==> config.mk <==
export PLATFORM = sky130hd
export DESIGN_NAME = toggle_counter
export DESIGN_NICKNAME = d
export VERILOG_FILES = /design/src/rtl/toggle_counter.sv
export SDC_FILE = /design/constraint.sdc
export NUM_CORES = 1
export LEC_CHECK = 0
export ABC_AREA = 1
export BUFFER_PORTS_ARGS = -buffer_cell sky130_fd_sc_hd__buf_2
export CORE_MARGIN = 10
export CORE_UTILIZATION = 31
export DETAILED_ROUTE_END_ITERATION = 7
export REMOVE_ABC_BUFFERS = 1
export SLEW_MARGIN = 20
export SYNTH_ARGS = -nofsm -noshare
export SYNTH_HDL_FRONTEND = slang
export SYNTH_SLANG_ARGS = --single-unit
==> constraint.sdc <==
create_clock -name clk -period 2.2 [get_ports clk]
set_input_delay 0 -clock clk [delete_from_list [all_inputs] [get_ports clk]]
set_output_delay 0 -clock clk [all_outputs]
set_load 0.03 [all_outputs]
==> src/rtl/toggle_counter.sv <==
// Toggle / up / down counter with parallel load, terminal-count pulse and sticky boundary flag.
// Latency: one clk edge from sampled inputs to q/tc/ovf; all outputs come straight from registers.
// Backpressure: none; every enabled edge performs its action unconditionally.
module toggle_counter #(
    parameter int WIDTH    = 8,
    parameter bit SATURATE = 1'b0
) (
    input  logic             clk,
    input  logic             reset,
    input  logic             en,
    input  logic [1:0]       mode,
    input  logic [WIDTH-1:0] t,
    input  logic             load,
    input  logic [WIDTH-1:0] d,
    input  logic [WIDTH-1:0] limit,
    input  logic             clr_ovf,
    output logic [WIDTH-1:0] q,
    output logic             tc,
    output logic             ovf
);

    typedef enum logic [1:0] {
        MODE_HOLD   = 2'b00,
        MODE_TOGGLE = 2'b01,
        MODE_UP     = 2'b10,
        MODE_DOWN   = 2'b11
    } mode_e;

    localparam logic [WIDTH-1:0] ONE  = {{(WIDTH-1){1'b0}}, 1'b1};
    localparam logic [WIDTH-1:0] ZERO = '0;

    logic [WIDTH-1:0] r_q;
    logic             r_tc;
    logic             r_ovf;

    logic [WIDTH-1:0] w_q_nxt;
    logic             w_tc_nxt;
    logic             w_ovf_nxt;
    logic             w_at_top;
    logic             w_at_zero;
    mode_e            w_mode;

    assign w_mode    = mode_e'(mode);
    // Up-count boundary uses >= so a limit lowered below q still wraps/parks at once.
    assign w_at_top  = (r_q >= limit);
    assign w_at_zero = (r_q == ZERO);

    // Next-state selection: load beats the enable gate, which beats the mode action.
    always_comb begin
        w_q_nxt  = r_q;
        w_tc_nxt = 1'b0;
        if (load) begin
            w_q_nxt = d;
        end else if (en) begin
            case (w_mode)
                MODE_HOLD: begin
                    w_q_nxt = r_q;
                end
                MODE_TOGGLE: begin
                    w_q_nxt = r_q ^ t;
                end
                MODE_UP: begin
                    if (w_at_top) begin
                        w_tc_nxt = 1'b1;
                        w_q_nxt  = SATURATE ? limit : ZERO;
                    end else begin
                        w_q_nxt = r_q + ONE;
                    end
                end
                MODE_DOWN: begin
                    if (w_at_zero) begin
                        w_tc_nxt = 1'b1;
                        w_q_nxt  = SATURATE ? ZERO : limit;
                    end else begin
                        w_q_nxt = r_q - ONE;
                    end
                end
                default: begin
                    w_q_nxt = r_q;
                end
            endcase
        end
    end

    // Sticky flag: a boundary hit on this edge wins over a simultaneous clear.
    always_comb begin
        w_ovf_nxt = r_ovf;
        if (w_tc_nxt) begin
            w_ovf_nxt = 1'b1;
        end else if (clr_ovf) begin
            w_ovf_nxt = 1'b0;
        end
    end

    // State registers with asynchronous reset to all-zero.
    always_ff @(posedge clk or posedge reset) begin
        if (reset) begin
            r_q   <= ZERO;
            r_tc  <= 1'b0;
            r_ovf <= 1'b0;
        end else begin
            r_q   <= w_q_nxt;
            r_tc  <= w_tc_nxt;
            r_ovf <= w_ovf_nxt;
        end
    end

    assign q   = r_q;
    assign tc  = r_tc;
    assign ovf = r_ovf;

endmodule

# ---- Word-level counts from Yosys, hierarchy flattened
# Cells that the tools add are included.
dict set report totals {
  ff_bits 10
  inputBits 31
  elab_cells 28
  output_inout_bits 10
}
dict set report op_classes {
  n_mux 12
  n_bitwise 1
  n_eq_ne 4
  reduce_logical 5
  n_lt_le_gt_ge 1
  add_sub_neg 2
}
# op count
set ops {}
lappend ops {{$mux 8} 4}
lappend ops {{$pmux 8 s3} 1}
lappend ops {{$add 8x1->8 const B} 1}
lappend ops {{$ge 8x8->1} 1}
lappend ops {{$logic_not 8->1} 1}
lappend ops {{$sub 8x1->8 const B} 1}
lappend ops {{$xor 8x8->8} 1}
lappend ops {{$mux 1} 6}
lappend ops {{$eq 2x2->1 const B} 2}
lappend ops {{$reduce_bool 2->1} 2}
lappend ops {{$eq 2x1->1 const B} 1}
lappend ops {{$logic_not 2->1} 1}
lappend ops {{$ne 2x2->1 const B} 1}
lappend ops {{$pmux 1 s2} 1}
lappend ops {{$reduce_and 2->1} 1}

# ---- Depth between registers and ports, before layout
dict set report logic_depth {
  word_depth 6
  depth_mapped 13
}

# ---- Least setup slack after synthesis
# OpenSTA, ideal clock, no wires.
dict set report synth_timing {
  path_type {register -> register}
  start {register r_q[0], in the netlist q[0]}
  end {register r_ovf, in the netlist ovf}
  stages_incl_launch_ff 13
  setup_slack_ns 0.317
  synth_period_minus_slack_ns 1.883
  arrival_ns 1.764
  setup_time_ns 0.119
  cell_sequence {dfrtp_1 inv_1 ha_1 nand2_1 nor2_1 nor2_1 nand2_1 nand2_1 nand2_1 nand2_1 o21ai_1 nand3_1 nand2_1}
}
dict set report synth_via {
  elab_chain_cells 6
}
# item line_no
set synth_rtl {}
lappend synth_rtl {{start: declaration} 32} ;# logic [WIDTH-1:0] r_q;
lappend synth_rtl {{start signal: assignment} 102} ;# r_q <= w_q_nxt;
lappend synth_rtl {{$ge 8x8->1 or $logic_not 8->1 (tied branches)} {45, 46}}
lappend synth_rtl {{$mux 1 (on tied branches)} {63, 71}}
lappend synth_rtl {{$pmux 1 s2 (*)} 55} ;# case (w_mode)
lappend synth_rtl {{$mux 1 (*)} 54} ;# end else if (en) begin
lappend synth_rtl {{$mux 1 (*)} 52} ;# if (load) begin
lappend synth_rtl {{$mux 1 or $reduce_bool 2->1 (tied branches)} -}
lappend synth_rtl {{end signal: assignment} 104} ;# r_ovf <= w_ovf_nxt;
lappend synth_rtl {{end: declaration} 34} ;# logic r_ovf;
# Every way passes the cells marked *; elsewhere a longest branch is shown, timed or not.
# A chain may end at the register's enable or synchronous reset.

# ---- Final worst setup path
# Ends and elaborated chain as after synthesis.

==> results.ini <==
[clocking]
cts_buffer_depth = 2
cts_hold_buffers = 1
clk_pin_slew_ns = 0.05
cts_made_buffers = 3
cts-root-buf = clkbuf_8
clk_latency_ns = 0.24
htree_levels = 1
clkSinkCount = 10
cts_setup_buffers = 0
cts_tree = built
cts_resized = 0

[logic_synthesis]
ys.flop_type = dfrtp_1
ys_warn_count = 0
synth_edf_count = 0
netlist_top_cells_count = 73 x nand2_1, 27 x nor2_1, 23 x inv_1
synth_area_leaders = nand2_1 19%, dfrtp_1 17%, ha_1 9.5%
synth_top_area_frac = 0.1899
yosysTopAreaCell = nand2_1
yosysSeqAreaShare = 0.1735
synth_cells = 235
post-synth-top-count-cell = nand2_1
ys_ff_latch = 10
synthArstFlopShare = 1.000
synth_area_um2 = 1443
postSynthAreaPerCell_um2 = 6.139
synth.distinct_cells = 27

[global_routing]
grt_overflow_total = 0
grt_usage = 0.1186
grt_pass1_wl_um = 7555
grt_max_degree = 17
grt_antenna_before_repair = 0
grt_pass1_vias = 1631

[worst_setup_path]
r2r_setup_slack_ns = 0.25
path_class = reg -> reg
arrival_ns = 2.08
cp.required_ns = 2.33
critical-path-max-stage-delay_ns = 0.44
crit_top_cell = nand2_1
path_cells = inv_1 > ha_1 > nand2_1 > nor2_1 > nor2_1 > nand2_1 > nand2_1 > nand2_1 > nand2_1 > o21ai_1 > nand3_1 > nand2_1
crit_fanout = 9
cp-start-kind = flop
worst_setup_path_end_kind = flop
cpMaxStageDelayCell = dfrtp_1

[pwr]
total_power_mw = 1.024
ir_drop_v = 0.0003129
power_per_cell_area_nw_per_um2 = 578.4
p_leak_nw = 1.009

[route]
via_per_inst = 4.889
wl_met2_um = 2246
drc = 0
first_pass_iters = 4
wl_per_cell_um = 13.59
ant_nets = 0
wl_met1_um = 1916
highest_layer = met4
route.met3.wl_um = 328
vias = 1623
drtIter0Drc = 93
wirelength_um = 4511

[floorplanning]
io_pins = 41
core_um2 = 4444
die_w_um = 88.22
num_rows = 24
die_h_um = 88.22
start_util = 0.3246
die_area_um2 = 7782

[place]
dpl.cell_count = 327
port_buffers = 40
dp_hpwl_um = 3726
routabilityCongestion = 0.8918

[sta]
worst_slew_pin_slew_ns = 0.4370
relSlewSlack = 0.7083
setup_viol = 0
final.period_utilization = 0.8859
hold_violations = 0
finClkSkew_ns = 0.005053
tns_ns = 0
finalMaxSlewViolations = 0
period_needed_ns = 1.949
rsz0062_at_grt = no
fmax_mhz = 513.1

[final_layout]
syn2layout_area_growth_pct = 22.72
drive_above_1_share = 0.2679
nNetsFinal = 323
instances_no_fill = 332
antennaDiodeCount = 0

[hold_path]
hold_path_class = in -> reg

[run]
drv_cap = 0

[status]
outcome = finished clean

-- path summary, 6_finish.rpt --
kind                       startpoint    to  cells after the start
setup / recovery                 q[0]   ovf                     12
hold / removal                clr_ovf   ovf                      4
setup reg to reg                 q[0]   ovf                     12
hold reg to reg                   ovf   ovf                      2
max in group asynchronous       reset  q[6]                      3
min in group asynchronous       reset  q[3]                      3
-- worst max-delay path: cells and delay by family, from the launching register on --
| kind | cells | cell delay [ns] |
|---|---|---|
| compound gates | 1 | 0.06 |
| fa+ha+maj | 1 | 0.29 |
| buf+inv | 1 | 0.26 |
| flops | 1 | 0.44 |
| simple gates | 9 | 0.81 |
-- per-stage QoR --
stage               hold slack (ns)  area, um^2  setup WS (ns)    util
floorplan                   -0.1598        1395         0.2763       -
global placement           0.007194        1705         0.3414  0.3837
detailed placement         0.009760        1705         0.2517  0.3837
CTS                        0.004407        1770         0.2460  0.3984
global route                0.02299        1770      0.0008762  0.3984
finish                   0.00005895        1770         0.2511  0.3984
-- power breakdown --
part           switching [mW]  leakage, nW  internal, mW
clock network          0.0789       0.0288         0.158
logic                   0.359        0.857         0.192
registers              0.0274        0.123         0.208
-- layout by cell type (no fill, tap or decap), drive strengths merged, types with 2 or more instances in the layout --
| cell | instances |
|---|---|
| inv | 29 |
| nor2 | 36 |
| nand4 | 10 |
| o21ai | 11 |
| a21oi | 17 |
| ha | 11 |
| nand3 | 20 |
| o211ai | 2 |
| dfrtp | 10 |
| clkbuf | 4 |
| xor2 | 3 |
| buf | 46 |
| nand2 | 76 |
-- kinds of logic after synthesis --
family	Yosys count	synth area share
and+or+nand+nor	142	0.4666
buffers and inverters	36	0.1145
AOI/OAI and AO/OA	32	0.1258
adders and majority gates	11	0.09540
DFF	10	0.1735
xor gates and xnor gates	4	0.02429
-- cell type report --
cell class / instances / area, um^2
tap: 52 / 65.06
clock buffer: 4 / 55.05
sequential: 10 / 250.2
fill: 510 / 2674
multi-input combinational: 189 / 1027
timing repair buffer: 47 / 255.2
inverter: 30 / 117.6
-- routing by layer --
layer  vias to the layer above  global-route usage
met5                         -                   0
met2                        40              0.2117
met4                         0             0.01762
met1                       730              0.1376
met3                         4             0.03768
li1                        849                   -
-- sequential cells by signal (all words and copies together), names as in the netlist --
signal,cells
q,8
ovf,1
tc,1
Note: power is estimated with default switching activity, not from simulation.
